File: src/rtl/matmul_c_unloader_if.sv
// Row stream leaving the C unloader: valid/ready handshake with a last-row marker.
interface matmul_c_unloader_if #(
  parameter int unsigned DATA_WIDTH = 64
) ();
  logic [DATA_WIDTH-1:0] out_data;
  logic                  out_valid;
  logic                  out_ready;
  logic                  out_last;

  modport master (output out_data, output out_valid, output out_last, input out_ready);
  modport slave  (input out_data, input out_valid, input out_last, output out_ready);
endinterface

File: src/rtl/matmul_c_unloader.sv
// Host-side reader of the matmul C result RAM: walks a strided row sequence and streams
// each row out, hiding the fixed one-cycle RAM read latency behind a 2-entry buffer.
module matmul_c_unloader #(
  parameter int unsigned DWIDTH            = 8,
  parameter int unsigned AWIDTH            = 11,
  parameter int unsigned MAT_MUL_SIZE      = 8,
  parameter int unsigned MASK_WIDTH        = 8,
  parameter int unsigned ADDR_STRIDE_WIDTH = 8,
  parameter int unsigned ROWS_WIDTH        = 4
) (
  input  logic                           clk,
  input  logic                           resetn,
  input  logic                           start,
  input  logic [AWIDTH-1:0]              base_addr,
  input  logic [ADDR_STRIDE_WIDTH-1:0]   stride,
  input  logic [ROWS_WIDTH-1:0]          num_rows,
  output logic [AWIDTH-1:0]              bram_addr_c_ext,
  output logic [MASK_WIDTH-1:0]          bram_we_c_ext,
  output logic [MAT_MUL_SIZE*DWIDTH-1:0] bram_wdata_c_ext,
  input  logic [MAT_MUL_SIZE*DWIDTH-1:0] bram_rdata_c_ext,
  matmul_c_unloader_if.master            out_if,
  output logic                           busy,
  output logic                           done
);

  localparam logic [1:0] StIdle   = 2'd0;
  localparam logic [1:0] StRun    = 2'd1;
  localparam logic [1:0] StDrain  = 2'd2;
  localparam logic [1:0] StFinish = 2'd3;

  logic [1:0]                   state_q, state_d;
  logic [AWIDTH-1:0]            next_addr_q, addr_q;
  logic [ADDR_STRIDE_WIDTH-1:0] stride_q;
  logic [ROWS_WIDTH-1:0]        num_rows_q, row_issue_q, row_out_q, last_row;
  logic [MAT_MUL_SIZE*DWIDTH-1:0] buf0_q, buf1_q;
  logic [1:0]                   count_q;
  logic                         inflight_q;
  logic                         issue, push, pop;
  logic [2:0]                   occupancy;

  assign last_row = num_rows_q - ROWS_WIDTH'(1);
  assign push     = inflight_q;
  assign pop      = out_if.out_valid & out_if.out_ready;

  // Buffer slots already committed once this cycle's pop is accounted for.
  assign occupancy = {1'b0, count_q} + {2'b00, inflight_q} - {2'b00, pop};
  assign issue     = (state_q == StRun) && (row_issue_q < num_rows_q) && (occupancy < 3'd2);

  // Address is presented combinationally in the issue cycle and held otherwise.
  assign bram_addr_c_ext  = issue ? next_addr_q : addr_q;
  assign bram_we_c_ext    = '0;
  assign bram_wdata_c_ext = '0;

  assign out_if.out_valid = (count_q != 2'd0);
  assign out_if.out_data  = buf0_q;
  assign out_if.out_last  = out_if.out_valid & (row_out_q == last_row);

  assign busy = (state_q == StRun) || (state_q == StDrain);
  assign done = (state_q == StFinish);

  always_comb begin
    state_d = state_q;
    unique case (state_q)
      StIdle:   if (start) state_d = (num_rows == '0) ? StFinish : StRun;
      StRun:    if (issue && (row_issue_q == last_row)) state_d = StDrain;
      StDrain:  if (pop && (row_out_q == last_row)) state_d = StFinish;
      StFinish: state_d = StIdle;
      default:  state_d = StIdle;
    endcase
  end

  always_ff @(posedge clk or negedge resetn) begin
    if (!resetn) begin
      state_q     <= StIdle;
      next_addr_q <= '0;
      addr_q      <= '0;
      stride_q    <= '0;
      num_rows_q  <= '0;
      row_issue_q <= '0;
      row_out_q   <= '0;
      buf0_q      <= '0;
      buf1_q      <= '0;
      count_q     <= 2'd0;
      inflight_q  <= 1'b0;
    end else begin
      state_q    <= state_d;
      inflight_q <= issue;

      if ((state_q == StIdle) && start) begin
        next_addr_q <= base_addr;
        stride_q    <= stride;
        num_rows_q  <= num_rows;
        row_issue_q <= '0;
        row_out_q   <= '0;
      end

      if (issue) begin
        addr_q      <= next_addr_q;
        next_addr_q <= next_addr_q + AWIDTH'(stride_q);
        row_issue_q <= row_issue_q + ROWS_WIDTH'(1);
      end

      if (pop) row_out_q <= row_out_q + ROWS_WIDTH'(1);

      unique case ({push, pop})
        2'b10: begin
          if (count_q == 2'd0) buf0_q <= bram_rdata_c_ext;
          else                 buf1_q <= bram_rdata_c_ext;
          count_q <= count_q + 2'd1;
        end
        2'b01: begin
          buf0_q  <= buf1_q;
          count_q <= count_q - 2'd1;
        end
        2'b11: begin
          if (count_q == 2'd1) begin
            buf0_q <= bram_rdata_c_ext;
          end else begin
            buf0_q <= buf1_q;
            buf1_q <= bram_rdata_c_ext;
          end
        end
        default: ;
      endcase
    end
  end

endmodule
File: src/flat_wrapper.sv
// flat-port wrapper written by rule: the top's interface ports become plain ports
module matmul_c_unloader_flat 
#(
  parameter int unsigned DWIDTH            = 8,
  parameter int unsigned AWIDTH            = 11,
  parameter int unsigned MAT_MUL_SIZE      = 8,
  parameter int unsigned MASK_WIDTH        = 8,
  parameter int unsigned ADDR_STRIDE_WIDTH = 8,
  parameter int unsigned ROWS_WIDTH        = 4
)
  (clk, resetn, start, base_addr, stride, num_rows, bram_addr_c_ext, bram_we_c_ext, bram_wdata_c_ext, bram_rdata_c_ext, busy, done, out_if_out_data, out_if_out_valid, out_if_out_last, out_if_out_ready);
  matmul_c_unloader_if out_if_i ();
  input  logic clk;
  input  logic resetn;
  input  logic start;
  input  logic [AWIDTH-1:0] base_addr;
  input  logic [ADDR_STRIDE_WIDTH-1:0] stride;
  input  logic [ROWS_WIDTH-1:0] num_rows;
  output logic [AWIDTH-1:0] bram_addr_c_ext;
  output logic [MASK_WIDTH-1:0] bram_we_c_ext;
  output logic [MAT_MUL_SIZE*DWIDTH-1:0] bram_wdata_c_ext;
  input  logic [MAT_MUL_SIZE*DWIDTH-1:0] bram_rdata_c_ext;
  output logic busy;
  output logic done;
  output wire logic [$bits(out_if_i.out_data)-1:0] out_if_out_data;
  output wire logic [$bits(out_if_i.out_valid)-1:0] out_if_out_valid;
  output wire logic [$bits(out_if_i.out_last)-1:0] out_if_out_last;
  input wire logic [$bits(out_if_i.out_ready)-1:0] out_if_out_ready;
  assign out_if_out_data = out_if_i.out_data;
  assign out_if_out_valid = out_if_i.out_valid;
  assign out_if_out_last = out_if_i.out_last;
  assign out_if_i.out_ready = out_if_out_ready;
  matmul_c_unloader #(.DWIDTH(DWIDTH), .AWIDTH(AWIDTH), .MAT_MUL_SIZE(MAT_MUL_SIZE), .MASK_WIDTH(MASK_WIDTH), .ADDR_STRIDE_WIDTH(ADDR_STRIDE_WIDTH), .ROWS_WIDTH(ROWS_WIDTH)) u_core (.clk(clk), .resetn(resetn), .start(start), .base_addr(base_addr), .stride(stride), .num_rows(num_rows), .bram_addr_c_ext(bram_addr_c_ext), .bram_we_c_ext(bram_we_c_ext), .bram_wdata_c_ext(bram_wdata_c_ext), .bram_rdata_c_ext(bram_rdata_c_ext), .out_if(out_if_i), .busy(busy), .done(done));
endmodule
File: config.mk
export PLATFORM = sky130hd
export DESIGN_NAME = matmul_c_unloader_flat
export DESIGN_NICKNAME = d
export VERILOG_FILES = /design/src/rtl/matmul_c_unloader_if.sv /design/src/rtl/matmul_c_unloader.sv /design/src/flat_wrapper.sv
export SDC_FILE = /design/constraint.sdc
export NUM_CORES = 1
export LEC_CHECK = 0
export ABC_AREA = 1
export CORE_ASPECT_RATIO = 0.8
export CORE_MARGIN = 4
export CORE_UTILIZATION = 44
export CTS_CLUSTER_DIAMETER = 120
export DETAILED_ROUTE_END_ITERATION = 10
export PLACE_DENSITY_LB_ADDON = 0.25
export SLEW_MARGIN = 20
export SYNTH_ARGS = -nofsm -noshare
export SYNTH_HDL_FRONTEND = slang
export SYNTH_SLANG_ARGS = --single-unit
File: constraint.sdc
create_clock -name clk -period 2.49 [get_ports clk]
set_input_delay 0.3735 -clock clk [delete_from_list [all_inputs] [get_ports clk]]
set_output_delay 0.3735 -clock clk [all_outputs]
set_load 0.05 [all_outputs]
==> summary.md <==
| Metric | Value |
|---|---|
| 1st-iter DRT viols | `605` |
| Metal3 WL | `between 1000 and 1500 um` |
| Vias in the first global route | `around 7100` |
| Fin worst setup slack | `-0.581 ns` |
| RR Startpoint | `u_core.count_q[1]` |
| Nets | `between 1000 and 1500` |
| Setup violators final | `11` |
| Relative slew slack | `about three fifths` |
| Crit. End Element | `output pin` |
| Tmin final | `3.07 ns` |
| TritonCTS clock tree | `done` |
| Aggregate global routing overflow | `0` |
| Fin util | `60.0%` |
| Largest net degree at the start of global routing | `between 90 and 100` |
| Cell Int Power | `9990 uW` |
| Pleak | `0.00559 uW` |
| Initial antenna violation count | `0` |
| Setup TNS | `-5.89 ns` |
| Clock skew | `approximately 0.013 ns` |
| Die Height | `136 um` |
| RSZ-0062 raised after global routing | `true` |
| Chip width | `approximately 170 um` |
| Max Slew Vio Count | `0` |
| H-tree levels | `4` |
| Routed Antenna Nets | `0` |
| # diodes | `0` |
| FF+latch count, synth | `175` |
| Syn Std Cell Area | `0.00897 mm2` |
| Startpoint Class | `register` |
| Failing checks | `setup timing` |
| DRT Wirelength | `22400 um` |
| I/O Pins | `242` |
| Worst-path clk slew | `~0.07 ns` |
| R2r worst-path depth | `18` |
| Buffers on Ports | `about 170` |
| Worst Tran Pin Value | `~0.57 ns` |
| Sequential power share | `26.7%` |
| Synth cell types | `34` |
| Starting Density | `45.0%` |
| CP cell instances | `inv_2 -> ha_4 -> inv_8 -> nand2_8 -> nor2_4 -> buf_4 -> fa_2 -> xnor2_2 -> nand2_2 -> nor2_4 -> inv_4 -> buf_12 -> o21ai_4 -> buf_12` |
| Met2 WL | `10600 um` |
| Gate power share | `58.9%` |
| Gr usage total | `between 15 and 20%` |
| Drc violations | `0` |
| Share of cells above drive strength 1 | `15.5%` |
| Final Cycle Share | `123%` |
| Worst Path Buf+Inv | `6` |
| Clock network fraction of total power | `14.5%` |
| Drt via density | `4.95` |
| Reg2reg end | `u_core.next_addr_q[10]` |
| CP Data Arrival Time | `roughly 2.7 ns` |
| Worst vdd ir | `1010 uV` |
| Clock root buffer | `clkbuf_16` |
| Syn avg cell area | `8.82 um2` |
| Worst-Skew Late Latency | `0.43 ns` |
| Core Box Area | `roughly 0.020 mm2` |
| Setup Crit Path Kind | `register to output pin` |
| Placed insts | `roughly 1400` |
| Outcome | `finished, violations left` |
| Met1 wire length | `between 10000 and 15000 um` |
| Total CTS buffers | `17` |
| DR vias | `7299` |
| Die Footprint | `0.0227 mm2` |
| Cells after Synth | `1017` |
| Fmax | `about 330 MHz` |
| Pwr dens | `1580 mW/mm2` |
| Uppermost layer routed | `met4` |
| Switch share | `47.1%` |
| Worst min-delay path class | `primary input to async pin` |
| First-pass GRT wire length | `36500 um` |
| Crit path max fanout | `9` |
| GPL Wtd Cong | `roughly 0.87` |
| Final hold vios | `0` |
| Ys Warns | `0` |
| NetSw | `8910 uW` |
| CP max stage delay | `0.41 ns` |
| CP required | `2.12 ns` |
| Setup WS pre-CTS | `-0.444 ns` |
| First-pass iteration count of the detailed router | `7` |
| Post-Layout Cell Count | `between 1000 and 1500` |
| CP max-delay cell | `dfrtp_2` |
| # rows | `46` |
| HPWL after DPL | `15400 um` |
| CP delay by family, top | `buffers and inverters` |
| Synth-to-layout area growth | `33.3%` |
| Clock buffer depth | `2` |
| R2R setup slack | `0.02 ns` |
| Sequential fraction of the synthesis area | `48.8%` |
| Max capacitance violation total | `0` |
| Routed len/inst | `15.2 um` |
| Num Clock Sinks | `~180` |
==> Yosys cell counts (all sizes together) <==
library cell | n | area (um2)
nor3 | 1 | 16.3
inv | 87 | 327
dfrtp | 175 | 4380
ha | 24 | 300
clkbuf | 15 | 56.3
a21oi | 18 | 90.1
nor2 | 87 | 348
buf | 109 | 832
o21ai | 133 | 699
nand2 | 223 | 861
nor4 | 1 | 6.26
conb | 1 | 3.75
o22ai | 5 | 31.3
a31oi | 64 | 400
nand4 | 6 | 37.5
xnor2 | 5 | 43.8
o211ai | 3 | 36.3
or2 | 2 | 12.5
fa | 2 | 40.0
xor2 | 6 | 52.6
mux2 | 23 | 259
nand3 | 27 | 135
==> layout make-up <==
type | count | area (um2)
clock buffer | 18 | 429
clock inverter | 14 | 170
fill | 1754 | 7970
inverter | 87 | 344
multi-input combinational | 702 | 3950
sequential | 175 | 4380
tap | 264 | 330
timing repair buffer | 215 | 2340
==> power by group through the flow <==
| stage | Combinational [uW] | Clock [uW] | Sequential (uW) |
|---|---|---|---|
| floorplan | 5730 | 0 | 6780 |
| global placement | 10500 | 0 | 5010 |
| detailed placement | 10700 | 0 | 5040 |
| CTS | 11000 | 2800 | 5020 |
| global route | 12000 | 2920 | 5210 |
| finish | 11100 | 2730 | 5040 |
==> cells in the final DEF, fill, tap and decap left out, types with 4 or more instances in the layout <==
| cell | count |
|---|---|
| nand4_1 | 6 |
| nor2_4 | 4 |
| inv_1 | 79 |
| buf_4 | 25 |
| nand2_2 | 20 |
| conb_1 | 72 |
| inv_6 | 5 |
| a21oi_1 | 18 |
| ha_1 | 22 |
| inv_2 | 4 |
| clkdlybuf4s50_1 | 155 |
| nand2_1 | 194 |
| nand3_1 | 25 |
| nor2_1 | 80 |
| a31oi_1 | 64 |
| o21ai_1 | 22 |
| mux2_2 | 23 |
| inv_8 | 5 |
| clkbuf_16 | 17 |
| o21ai_0 | 92 |
| o21ai_2 | 9 |
| buf_6 | 8 |
| o21ai_4 | 10 |
| dfrtp_1 | 174 |
| xnor2_1 | 4 |
| nand2_4 | 6 |
| xor2_1 | 6 |
| buf_12 | 21 |
==> state kept, by name (all words and copies together) (netlist names) <==
register                flops
u_core.row_out_q            4
u_core.count_q              2
u_core.next_addr_q         11
u_core.out_if.out_data     64
u_core.row_issue_q          4
u_core.inflight_q           1
u_core.stride_q             8
u_core.num_rows_q           4
u_core.buf1_q              64
u_core.addr_q              11
u_core.state_q              2
==> cells by family after synthesis <==
kind of cell	synth area share, %
DFF	48.8
adders and majority gates	3.80
xor gates and xnor gates	1.07
and+or+nand+nor	15.8
buffers and inverters	13.5
muxes	2.89
other	0.0418
AOI/OAI and AO/OA	14.0
==> through the flow <==
stage                     area [um2]  hold WS [ns]  power (uW)
after global placement         11100         0.320       15500
after detailed placement       11100         0.323       15800
after CTS                      11800         0.441       18800
after global routing           11900         0.460       20200
final                          11900         0.429       18900
after floorplan                 9460        0.0779       12500
==> timing repair <==
action / in CTS / in global routing
gates resized for setup: 28 / 38
setup buffers: 5 / 3
gates cloned: 1 / 0
hold buffers: 1 / 0
endpoints found under the hold margin: 35 / 0
setup endpoints to repair: 12 / 30
pin swaps: 1 / 7
==> per-layer routing <==
layer  track usage, %  vias up
met1             27.5     3494
met2             31.8      220
met3             3.50       18
met4             4.91        0
met5                0        -
li1                 -     3567
==> how the worst max path moves through the flow <==
stage,start,to,slack (ns),cells past startpoint
3_3_place_gp,out_if_out_ready,bram_addr_c_ext[7],-0.42,13
3_5_place_dp,out_if_out_ready,bram_addr_c_ext[9],-0.44,13
4_1_cts,u_core.count_q[1],bram_addr_c_ext[7],-0.57,15
5_1_grt,u_core.count_q[1],bram_addr_c_ext[7],-0.70,14
2_1_floorplan,u_core.count_q[0],bram_addr_c_ext[1],-0.29,12
6_report,u_core.count_q[1],bram_addr_c_ext[7],-0.58,14
No activity file was read; power rests on OpenSTA's default activity.
